## src/rtl/aurora_tx_pkg.sv

```systemverilog
// Shared definitions for the Aurora 64b/66b transmit lane scheduler.
// ToSend bit indices match the multilane priority mux: a higher index wins.
package aurora_tx_pkg;

  localparam int IDLE                = 0;
  localparam int USER_DATA           = 1;
  localparam int USER_KBLOCKS        = 2;
  localparam int USER_FLOW_CONTROL   = 3;
  localparam int NATIVE_FLOW_CONTROL = 4;
  localparam int CHANNEL_BONDING     = 5;
  localparam int NOT_READY           = 6;
  localparam int CLOCK_COMPENSATION  = 7;

  typedef enum logic [1:0] {
    LS_IDLE      = 2'd0,
    LS_NOT_READY = 2'd1,
    LS_BONDING   = 2'd2,
    LS_RUN       = 2'd3
  } lane_state_t;

  // One-hot request mask for a ToSend bit index.
  function automatic logic [7:0] bit_mask(input int idx);
    return 8'h01 << idx;
  endfunction

endpackage

```

## src/rtl/aurora_cc_timer.sv

```systemverilog
// Clock-compensation timer: interval counter over block slots plus the
// burst counter that retires CC blocks as the mux accepts them.
module aurora_cc_timer
  import aurora_tx_pkg::*;
#(
  parameter int CC_INTERVAL = 5000,
  parameter int CC_BURST    = 3
) (
  input  logic clk_i,
  input  logic rst_i,
  input  logic slot_i,
  input  logic cc_sent_i,
  input  logic run_i,
  output logic cc_pending_o
);

  localparam int IW = $clog2(CC_INTERVAL);
  localparam int BW = (CC_BURST > 1) ? $clog2(CC_BURST) : 1;
  localparam logic [IW-1:0] INT_LAST   = IW'(CC_INTERVAL - 1);
  localparam logic [IW-1:0] INT_PRE    = IW'(CC_INTERVAL - 2);
  localparam logic [IW-1:0] INT_ONE    = IW'(1);
  localparam logic [BW-1:0] BURST_LAST = BW'(CC_BURST - 1);
  localparam logic [BW-1:0] BURST_ONE  = BW'(1);

  logic [IW-1:0] int_q, int_d;
  logic [BW-1:0] burst_q, burst_d;
  logic          pend_q, pend_d;
  logic          expire_s;

  // Next-state: interval wrap, expiry detection and burst retirement; all cleared outside RUN.
  always_comb begin
    int_d    = int_q;
    burst_d  = burst_q;
    pend_d   = pend_q;
    expire_s = 1'b0;
    if (!run_i) begin
      int_d   = '0;
      burst_d = '0;
      pend_d  = 1'b0;
    end else begin
      // Expiry is the slot that brings the interval counter to its last value.
      expire_s = slot_i && (int_q == INT_PRE);
      if (slot_i) begin
        if (int_q == INT_LAST) begin
          int_d = '0;
        end else begin
          int_d = int_q + INT_ONE;
        end
      end else begin
        int_d = int_q;
      end
      if (cc_sent_i && pend_q) begin
        if (burst_q == BURST_LAST) begin
          // Burst complete; an expiry on this very slot starts a fresh burst.
          burst_d = '0;
          pend_d  = expire_s;
        end else begin
          burst_d = burst_q + BURST_ONE;
          pend_d  = 1'b1;
        end
      end else begin
        // An expiry during a pending burst merges into it and is not queued.
        burst_d = burst_q;
        pend_d  = pend_q | expire_s;
      end
    end
  end

  // State register with synchronous reset.
  always_ff @(posedge clk_i) begin
    if (rst_i) begin
      int_q   <= '0;
      burst_q <= '0;
      pend_q  <= 1'b0;
    end else begin
      int_q   <= int_d;
      burst_q <= burst_d;
      pend_q  <= pend_d;
    end
  end

  assign cc_pending_o = pend_q;

endmodule

```

## src/rtl/aurora_tx_lane_scheduler.sv

```systemverilog
// Per-lane transmit scheduler: lane bring-up (Not-Ready, Channel-Bonding),
// then run with periodic CC bursts and user request forwarding to the mux.
module aurora_tx_lane_scheduler
  import aurora_tx_pkg::*;
#(
  parameter int CC_INTERVAL = 5000,
  parameter int CC_BURST    = 3,
  parameter int NR_COUNT    = 64,
  parameter int CB_COUNT    = 16
) (
  input  logic       clk_i,
  input  logic       rst_i,
  input  logic       enable_i,
  input  logic [7:0] sent_i,
  input  logic       data_req_i,
  input  logic       userk_req_i,
  input  logic       nfc_req_i,
  input  logic       ufc_req_i,
  output logic [7:0] to_send_o,
  output logic       data_ack_o,
  output logic       userk_ack_o,
  output logic       nfc_ack_o,
  output logic       ufc_ack_o,
  output logic [1:0] lane_state_o,
  output logic       cc_pending_o
);

  localparam int NR_W = (NR_COUNT > 1) ? $clog2(NR_COUNT) : 1;
  localparam int CB_W = (CB_COUNT > 1) ? $clog2(CB_COUNT) : 1;
  localparam int CW   = (NR_W > CB_W) ? NR_W : CB_W;
  localparam logic [CW-1:0] NR_LAST = CW'(NR_COUNT - 1);
  localparam logic [CW-1:0] CB_LAST = CW'(CB_COUNT - 1);
  localparam logic [CW-1:0] CNT_ONE = CW'(1);

  lane_state_t   state_q, state_d;
  logic [CW-1:0] cnt_q, cnt_d;
  logic [7:0]    to_send_s;
  logic          run_s;
  logic          cc_pending_s;

  // Lane FSM next-state: bring-up counts advance only on their own Sent bit.
  always_comb begin
    state_d = state_q;
    cnt_d   = cnt_q;
    if (!enable_i) begin
      state_d = LS_IDLE;
      cnt_d   = '0;
    end else begin
      case (state_q)
        LS_IDLE: begin
          state_d = LS_NOT_READY;
          cnt_d   = '0;
        end
        LS_NOT_READY: begin
          if (sent_i[NOT_READY]) begin
            if (cnt_q == NR_LAST) begin
              state_d = LS_BONDING;
              cnt_d   = '0;
            end else begin
              cnt_d = cnt_q + CNT_ONE;
            end
          end else begin
            cnt_d = cnt_q;
          end
        end
        LS_BONDING: begin
          if (sent_i[CHANNEL_BONDING]) begin
            if (cnt_q == CB_LAST) begin
              state_d = LS_RUN;
              cnt_d   = '0;
            end else begin
              cnt_d = cnt_q + CNT_ONE;
            end
          end else begin
            cnt_d = cnt_q;
          end
        end
        LS_RUN: begin
          state_d = LS_RUN;
          cnt_d   = '0;
        end
        default: begin
          state_d = LS_IDLE;
          cnt_d   = '0;
        end
      endcase
    end
  end

  // Lane FSM state register with synchronous reset.
  always_ff @(posedge clk_i) begin
    if (rst_i) begin
      state_q <= LS_IDLE;
      cnt_q   <= '0;
    end else begin
      state_q <= state_d;
      cnt_q   <= cnt_d;
    end
  end

  assign run_s = (state_q == LS_RUN) && enable_i;

  aurora_cc_timer #(
    .CC_INTERVAL (CC_INTERVAL),
    .CC_BURST    (CC_BURST)
  ) u_cc_timer (
    .clk_i        (clk_i),
    .rst_i        (rst_i),
    .slot_i       (|sent_i),
    .cc_sent_i    (sent_i[CLOCK_COMPENSATION]),
    .run_i        (run_s),
    .cc_pending_o (cc_pending_s)
  );

  // Request vector: IDLE always offered; user requests only pass in RUN.
  always_comb begin
    to_send_s = bit_mask(IDLE);
    case (state_q)
      LS_IDLE: begin
        to_send_s = bit_mask(IDLE);
      end
      LS_NOT_READY: begin
        to_send_s = bit_mask(IDLE) | bit_mask(NOT_READY);
      end
      LS_BONDING: begin
        to_send_s = bit_mask(IDLE) | bit_mask(CHANNEL_BONDING);
      end
      LS_RUN: begin
        to_send_s[USER_DATA]           = data_req_i;
        to_send_s[USER_KBLOCKS]        = userk_req_i;
        to_send_s[NATIVE_FLOW_CONTROL] = nfc_req_i;
        to_send_s[USER_FLOW_CONTROL]   = ufc_req_i;
        to_send_s[CLOCK_COMPENSATION]  = cc_pending_s;
      end
      default: begin
        to_send_s = bit_mask(IDLE);
      end
    endcase
  end

  assign to_send_o    = to_send_s;
  assign data_ack_o   = sent_i[USER_DATA]           && (state_q == LS_RUN);
  assign userk_ack_o  = sent_i[USER_KBLOCKS]        && (state_q == LS_RUN);
  assign nfc_ack_o    = sent_i[NATIVE_FLOW_CONTROL] && (state_q == LS_RUN);
  assign ufc_ack_o    = sent_i[USER_FLOW_CONTROL]   && (state_q == LS_RUN);
  assign lane_state_o = state_q;
  assign cc_pending_o = cc_pending_s;

endmodule
```

## config.mk

```make
export PLATFORM = sky130hd
export DESIGN_NAME = aurora_tx_lane_scheduler
export DESIGN_NICKNAME = d
export VERILOG_FILES = /design/src/rtl/aurora_tx_pkg.sv /design/src/rtl/aurora_cc_timer.sv /design/src/rtl/aurora_tx_lane_scheduler.sv
export SDC_FILE = /design/constraint.sdc
export NUM_CORES = 1
export LEC_CHECK = 0
export BUFFER_PORTS_ARGS = -buffer_cell sky130_fd_sc_hd__clkbuf_2
export CAP_MARGIN = 5
export CORE_AREA = 2 2 57 59
export CTS_CLUSTER_SIZE = 40
export DETAILED_ROUTE_END_ITERATION = 8
export DIE_AREA = 0 0 59 61
export PLACE_DENSITY_LB_ADDON = 0.08
export SLEW_MARGIN = 20
export SYNTH_ARGS = -nofsm -noshare
export SYNTH_HDL_FRONTEND = slang
export SYNTH_SLANG_ARGS = --single-unit
```

## constraint.sdc

```tcl
create_clock -name clk_i -period 1.83 [get_ports clk_i]
set_input_delay 0.2745 -clock clk_i [delete_from_list [all_inputs] [get_ports clk_i]]
set_output_delay 0.2745 -clock clk_i [all_outputs]
set_load 0.05 [all_outputs]
```

# Word level (Yosys, flattened, before mapping)
# Index checks and enable logic that the tools add are counted.
# W data, S select, Z words.
[totals]
word_cells = 55
ff_bits = 24
output_inout_bits = 15
inputBits = 15
[op_classes]
n_eq_ne = 12
n_addsub = 3
muxes = 17
reduce_logical = 15
bitwise = 3
[op_table]
columns = ["op", "count"]
rows = [
  ["$eq A13 B13 Y1 const B", 2],
  ["$mux W6", 4],
  ["$pmux W6 S3", 1],
  ["$add A13 B1 Y13 const B", 1],
  ["$mux W13", 1],
  ["$mux W2", 5],
  ["$ne A2 B2 Y1 const B", 4],
  ["$pmux W2 S4", 1],
  ["$pmux W4 S2", 1],
  ["$reduce_or A8 Y1", 1],
  ["$logic_and A1 B1 Y1", 7],
  ["$add A6 B1 Y6 const B", 1],
  ["$eq A2 B2 Y1 const B", 3],
  ["$eq A6 B4 Y1 const B", 1],
  ["$eq A6 B6 Y1 const B", 1],
  ["$reduce_or A2 Y1", 3],
  ["$pmux W2 S2", 1],
  ["$reduce_and A4 Y1", 1],
  ["$reduce_or A3 Y1", 1],
  ["$add A2 B1 Y2 const B", 1],
  ["$eq A2 B1 Y1 const B", 1],
  ["$logic_not A2 Y1", 1],
  ["$mux W1", 2],
  ["$not A1 Y1", 2],
  ["other kinds (3)", 3],
]

# Logic depth before layout (Yosys ltp)
[depth]
ltp_word = 4
mapped_depth = 5

# Cells and area by module
# From an unflattened synthesis, not the netlist that was laid out.
[hier_totals]
cells_unflattened = 153
area_unflattened_um2 = 1345.0
[by_module_without_submodules]
columns = ["module", "instances", "cells_per_inst", "area_per_inst_um2", "seq_area_each_um2"]
rows = [
  ["aurora_cc_timer", 1, 84, 770.7, 320.3],
  ["aurora_tx_lane_scheduler", 1, 69, 574.3, 160.2],
]

# Worst setup path after synthesis
# No wires, ideal clock.
[synth_path]
path_type = "register -> register"
startpoint = "register state_q[0] (netlist: lane_state_o[0])"
endpoint = "register cnt_q[0]"
required_ps = 1749
stages_incl_launch_ff = 4
path_slack_ps = -330
arrival_time_ps = 2079
synth_period_minus_slack_ps = 2160
path_buffers = 0
cell_sequence = "dfxtp_1 nor2b_1 a221oi_1 nor3_1"
[synth_via]
elab_chain_cells = 3
[synth_lines]
columns = ["item", "line", "source"]
rows = [
  ["start, declared", "aurora_tx_lane_scheduler.sv:35", "lane_state_t state_q, state_d;"],
  ["start signal, assigned", "aurora_tx_lane_scheduler.sv:96", "state_q <= state_d;"],
  ["$eq A2 B2 Y1 (tied with other cells)", "aurora_tx_lane_scheduler.sv:49", "case (state_q)"],
  ["$reduce_or A2 Y1 (no source line) / $ne A2 B2 Y1 (equally long branches)", "n/a", ""],
  ["$pmux W6 S3 / $reduce_and A2 Y1 (equally long branches)", "n/a", ""],
  ["end signal, assigned", "aurora_tx_lane_scheduler.sv:97", "cnt_q <= cnt_d;"],
  ["end, declared", "aurora_tx_lane_scheduler.sv:36", "logic [CW-1:0] cnt_q, cnt_d;"],
]
# Several ways; a longest one is shown, not always the timed one.
# A chain may end at the register's enable or synchronous reset.

# Worst setup path in the final report
[layout_path]
startpoint = "register cnt_q[0]"
endpoint = "register cnt_q[5]"
[layout_via]
elab_chain_cells = 4
[layout_lines]
columns = ["item", "line"]
rows = [
  ["$add A6 B1 Y6 (tied with other cells)", "aurora_tx_lane_scheduler.sv:60, aurora_tx_lane_scheduler.sv:72"],
  ["$mux W6 (on tied branches)", "aurora_tx_lane_scheduler.sv:68, aurora_tx_lane_scheduler.sv:56"],
  ["$mux W6 (on tied branches)", "aurora_tx_lane_scheduler.sv:67, aurora_tx_lane_scheduler.sv:55"],
  ["$pmux W6 S3 (*)", "aurora_tx_lane_scheduler.sv:49"],
]
# Mark *: on every way between the ends. The rest lies on a longest branch, timed or not. The select of a mux whose other input is x is not followed.

==> qor.csv <==
metric,value,unit
status,finished clean,
relative slew slack,63.1,%
R2R cell count,6,
worst-margin pin slew,0.539,ns
pin count of the biggest net entering global routing,19,
RSZ-0062 raised after global routing,no,
die height,61,um
hold_ws,0.209,ns
GP Congestion,0.791,
Inst Count DP,226,
crit path DAT,1.81,ns
WL per Instance,13.5,um
root buf cell,clkbuf_4,
Clk network pwr share,31.8,%
Starting Density,45.8,%
Worst Path Required,2.03,ns
first-pass GRT wire length,5430,um
Post-synth top cells,"24 x dfxtp_1, 14 x nor2_1, 12 x and3_1",
"Net Count, Synth",177,
Die Wd,59,um
Crit-path slowest cell,dfxtp_1,
max incr delay on CP,0.42,ns
clk_skew,0.00552,ns
Hold WC Path Type,input port to register,
Top Family by Delay on Critical Path,flip-flops,
worst vdd ir,0.254,mV
yosys synthesis warning count,0,
n_diodes,0,
crit path kind,register to register,
DR vias,1313,
"Reg clk slew, reported paths",0.14,ns
Buf/Inv on CP,1,
share of cells above drive strength 1,28.9,%
NumNets Final,216,
CTS tree,built,
Switch Pwr,0.215,mW
Detailed Routing Iterations Pass 1,4,
via/cell ratio,5.71,
worst setup path start,cnt_q[0],
Yosys top cell area share,35.5,%
antenna-violating nets left,0,
Post-synth EDFFs,0,
Core ar.,2950,um^2
buffers added on ports,28,
largest area contributor in the netlist,dfxtp_1,
post-synthesis area per instance,8.51,um^2
hpwl dp,2470,um
Net Sw Frac,24.1,%
"Distinct cells, synth",47,
Max Cap Viol,0,
fin. max-slew vios,0,
I/O Pins,30,
PwrDens,543,nW/um^2
critical path depth,6,
crit share post-route,88.0,%
Internal,0.680,mW
post-synthesis async set-or-reset flop share,0,%
Post-Synthesis Cells,159,
final std cells w/o fill,230,
Worst R2R Setup Slack,0.22,ns
clk buf depth,2,
worst reg2reg path endpoint,cnt_q[5],
CP cell instances,ha_1 > and3_1 > nand3_1 > a221oi_1 > buf_4 > nor3_1,
Clock Sinks,24,
CP endpoint,cnt_q[5],
residual DRC count,0,
Sum Neg Setup Slack,0,ns
final setup violation count,0,
leakage power,0.635,nW
"Area growth, synth to finish",21.7,%
"Clk Latency, worst-skew pair",0.31,ns
combinational power share,9.3,%
CTS H-tree depth,1,
nature of the critical path startpoint,register,
CP max FO,5,
mapped cell area,1350,um^2
DR iter-0 viols,51,
Sequential Power Share,58.9,%
post-layout min period,1.61,ns
initial antenna violation count,0,
vias in the first global route,1230,
Fin. Hold Viols,0,
die area,3600,um^2
Setup Buffers After CTS,0,
Synth Register Bits,24,
GRT Residual Overflow,0,
Reg-to-Reg Start,cnt_q[0],
Num CTS Buffers,3,
ys flop type,dfxtp_1,
Fmax,0.621,GHz
DRT Wirelength,3090,um
fraction of the yosys area taken by sequential cells,35.5,%
most common cell in the netlist,dfxtp_1,
row cnt,20,
GRT Overall Usage,19.5,%
Synth area leaders,"dfxtp_1 35%, xnor2_1 5.8%, and3_1 5.5%",
Worst Setup End Kind,register,
==> area by class of cell <==
class                      count  area [um^2]
fill                         288         1310
multi-input combinational    126          855
sequential                    24          482
timing repair buffer          38          215
tap                           33         41.3
clock buffer                   4         36.3
inverter                       5         18.8
==> timing repair <==
item / 4_1_cts / 5_1_grt
setup endpoints to repair: 0 / 1
resized for setup: 0 / 1
hold buffers: 0 / 0
==> stage by stage <==
| stage | total power, mW | util [%] | instance area [um^2] | setup WS [ns] |
|---|---|---|---|---|
| after floorplan | 0.582 | - | 1370 | 0.00109 |
| after global placement | 0.619 | 54.4 | 1610 | 0.203 |
| after detailed placement | 0.621 | 54.4 | 1610 | 0.167 |
| after CTS | 0.905 | 55.6 | 1640 | 0.162 |
| after global routing | 0.947 | 55.8 | 1650 | 0.0991 |
| final | 0.895 | 55.8 | 1650 | 0.220 |
==> cells in the final DEF (no fill, tap or decap), types with 3 or more instances in the layout <==
| cell type | synthesis | final |
|---|---|---|
| a211oi_1 | 3 | 3 |
| a21oi_1 | 11 | 11 |
| and3_1 | 12 | 12 |
| buf_4 | 1 | 10 |
| clkbuf_2 | 0 | 28 |
| clkbuf_4 | 0 | 3 |
| dfxtp_1 | 24 | 23 |
| ha_1 | 3 | 3 |
| inv_1 | 5 | 5 |
| nand2_1 | 11 | 11 |
| nand3_1 | 6 | 6 |
| nand4_1 | 3 | 3 |
| nor2_1 | 14 | 14 |
| nor3_1 | 7 | 7 |
| o21ai_0 | 3 | 3 |
| or4_1 | 3 | 3 |
| xnor2_1 | 9 | 9 |
==> routing by layer <==
metal	wire [um]	GRT usage, %
met5	0	0
met4	33	6.82
met3	109	2.56
met2	1540	34.3
met1	1420	24.6
==> sequential cells by signal (all words and copies together) (netlist names) <==
signal / count
u_cc_timer.burst_q: 2
cnt_q: 6
u_cc_timer.int_q: 13
lane_state_o: 2
u_cc_timer.cc_pending_o: 1
==> cell families (layout without fill, tap and decap cells) <==
logic type / count (synthesis) / count (layout) / synth area share (%)
and+or+nand+nor: 77 / 77 / 34.6
AOI/OAI and AO/OA: 34 / 34 / 16.8
adders and majority gates: 3 / 3 / 2.77
muxes: 1 / 1 / 0.739
DFF: 24 / 24 / 35.5
other: 1 / 1 / 0.277
xor gates and xnor gates: 10 / 10 / 6.47
buffers and inverters: 9 / 47 / 2.87
==> worst min path at each step <==
| stage | cells after the start | start | slack (ns) | to |
|---|---|---|---|---|
| detailed placement | 2 | u_cc_timer.burst_q[0] | 0.48 | u_cc_timer.burst_q[1] |
| floorplan | 2 | rst_i | 0.44 | lane_state_o[1] |
| finish | 3 | rst_i | 0.21 | lane_state_o[1] |
| global route | 3 | rst_i | 0.18 | lane_state_o[1] |
| CTS | 3 | rst_i | 0.20 | lane_state_o[1] |
| global placement | 2 | u_cc_timer.burst_q[0] | 0.46 | u_cc_timer.burst_q[1] |
==> power groups by stage <==
stage,logic (mW),registers (mW),clock network (mW)
floorplan,0.0382,0.544,0
global placement,0.0811,0.538,0
detailed placement,0.0830,0.538,0
CTS,0.0834,0.527,0.294
global route,0.0898,0.528,0.329
finish,0.0834,0.527,0.284
==> tightest hold or removal path, stage by stage <==
cell and delay (ns):
clkbuf_2 0.08, nor2b_1 0.05, o21a_1 0.09
Power figures use the tool's default switching activity.
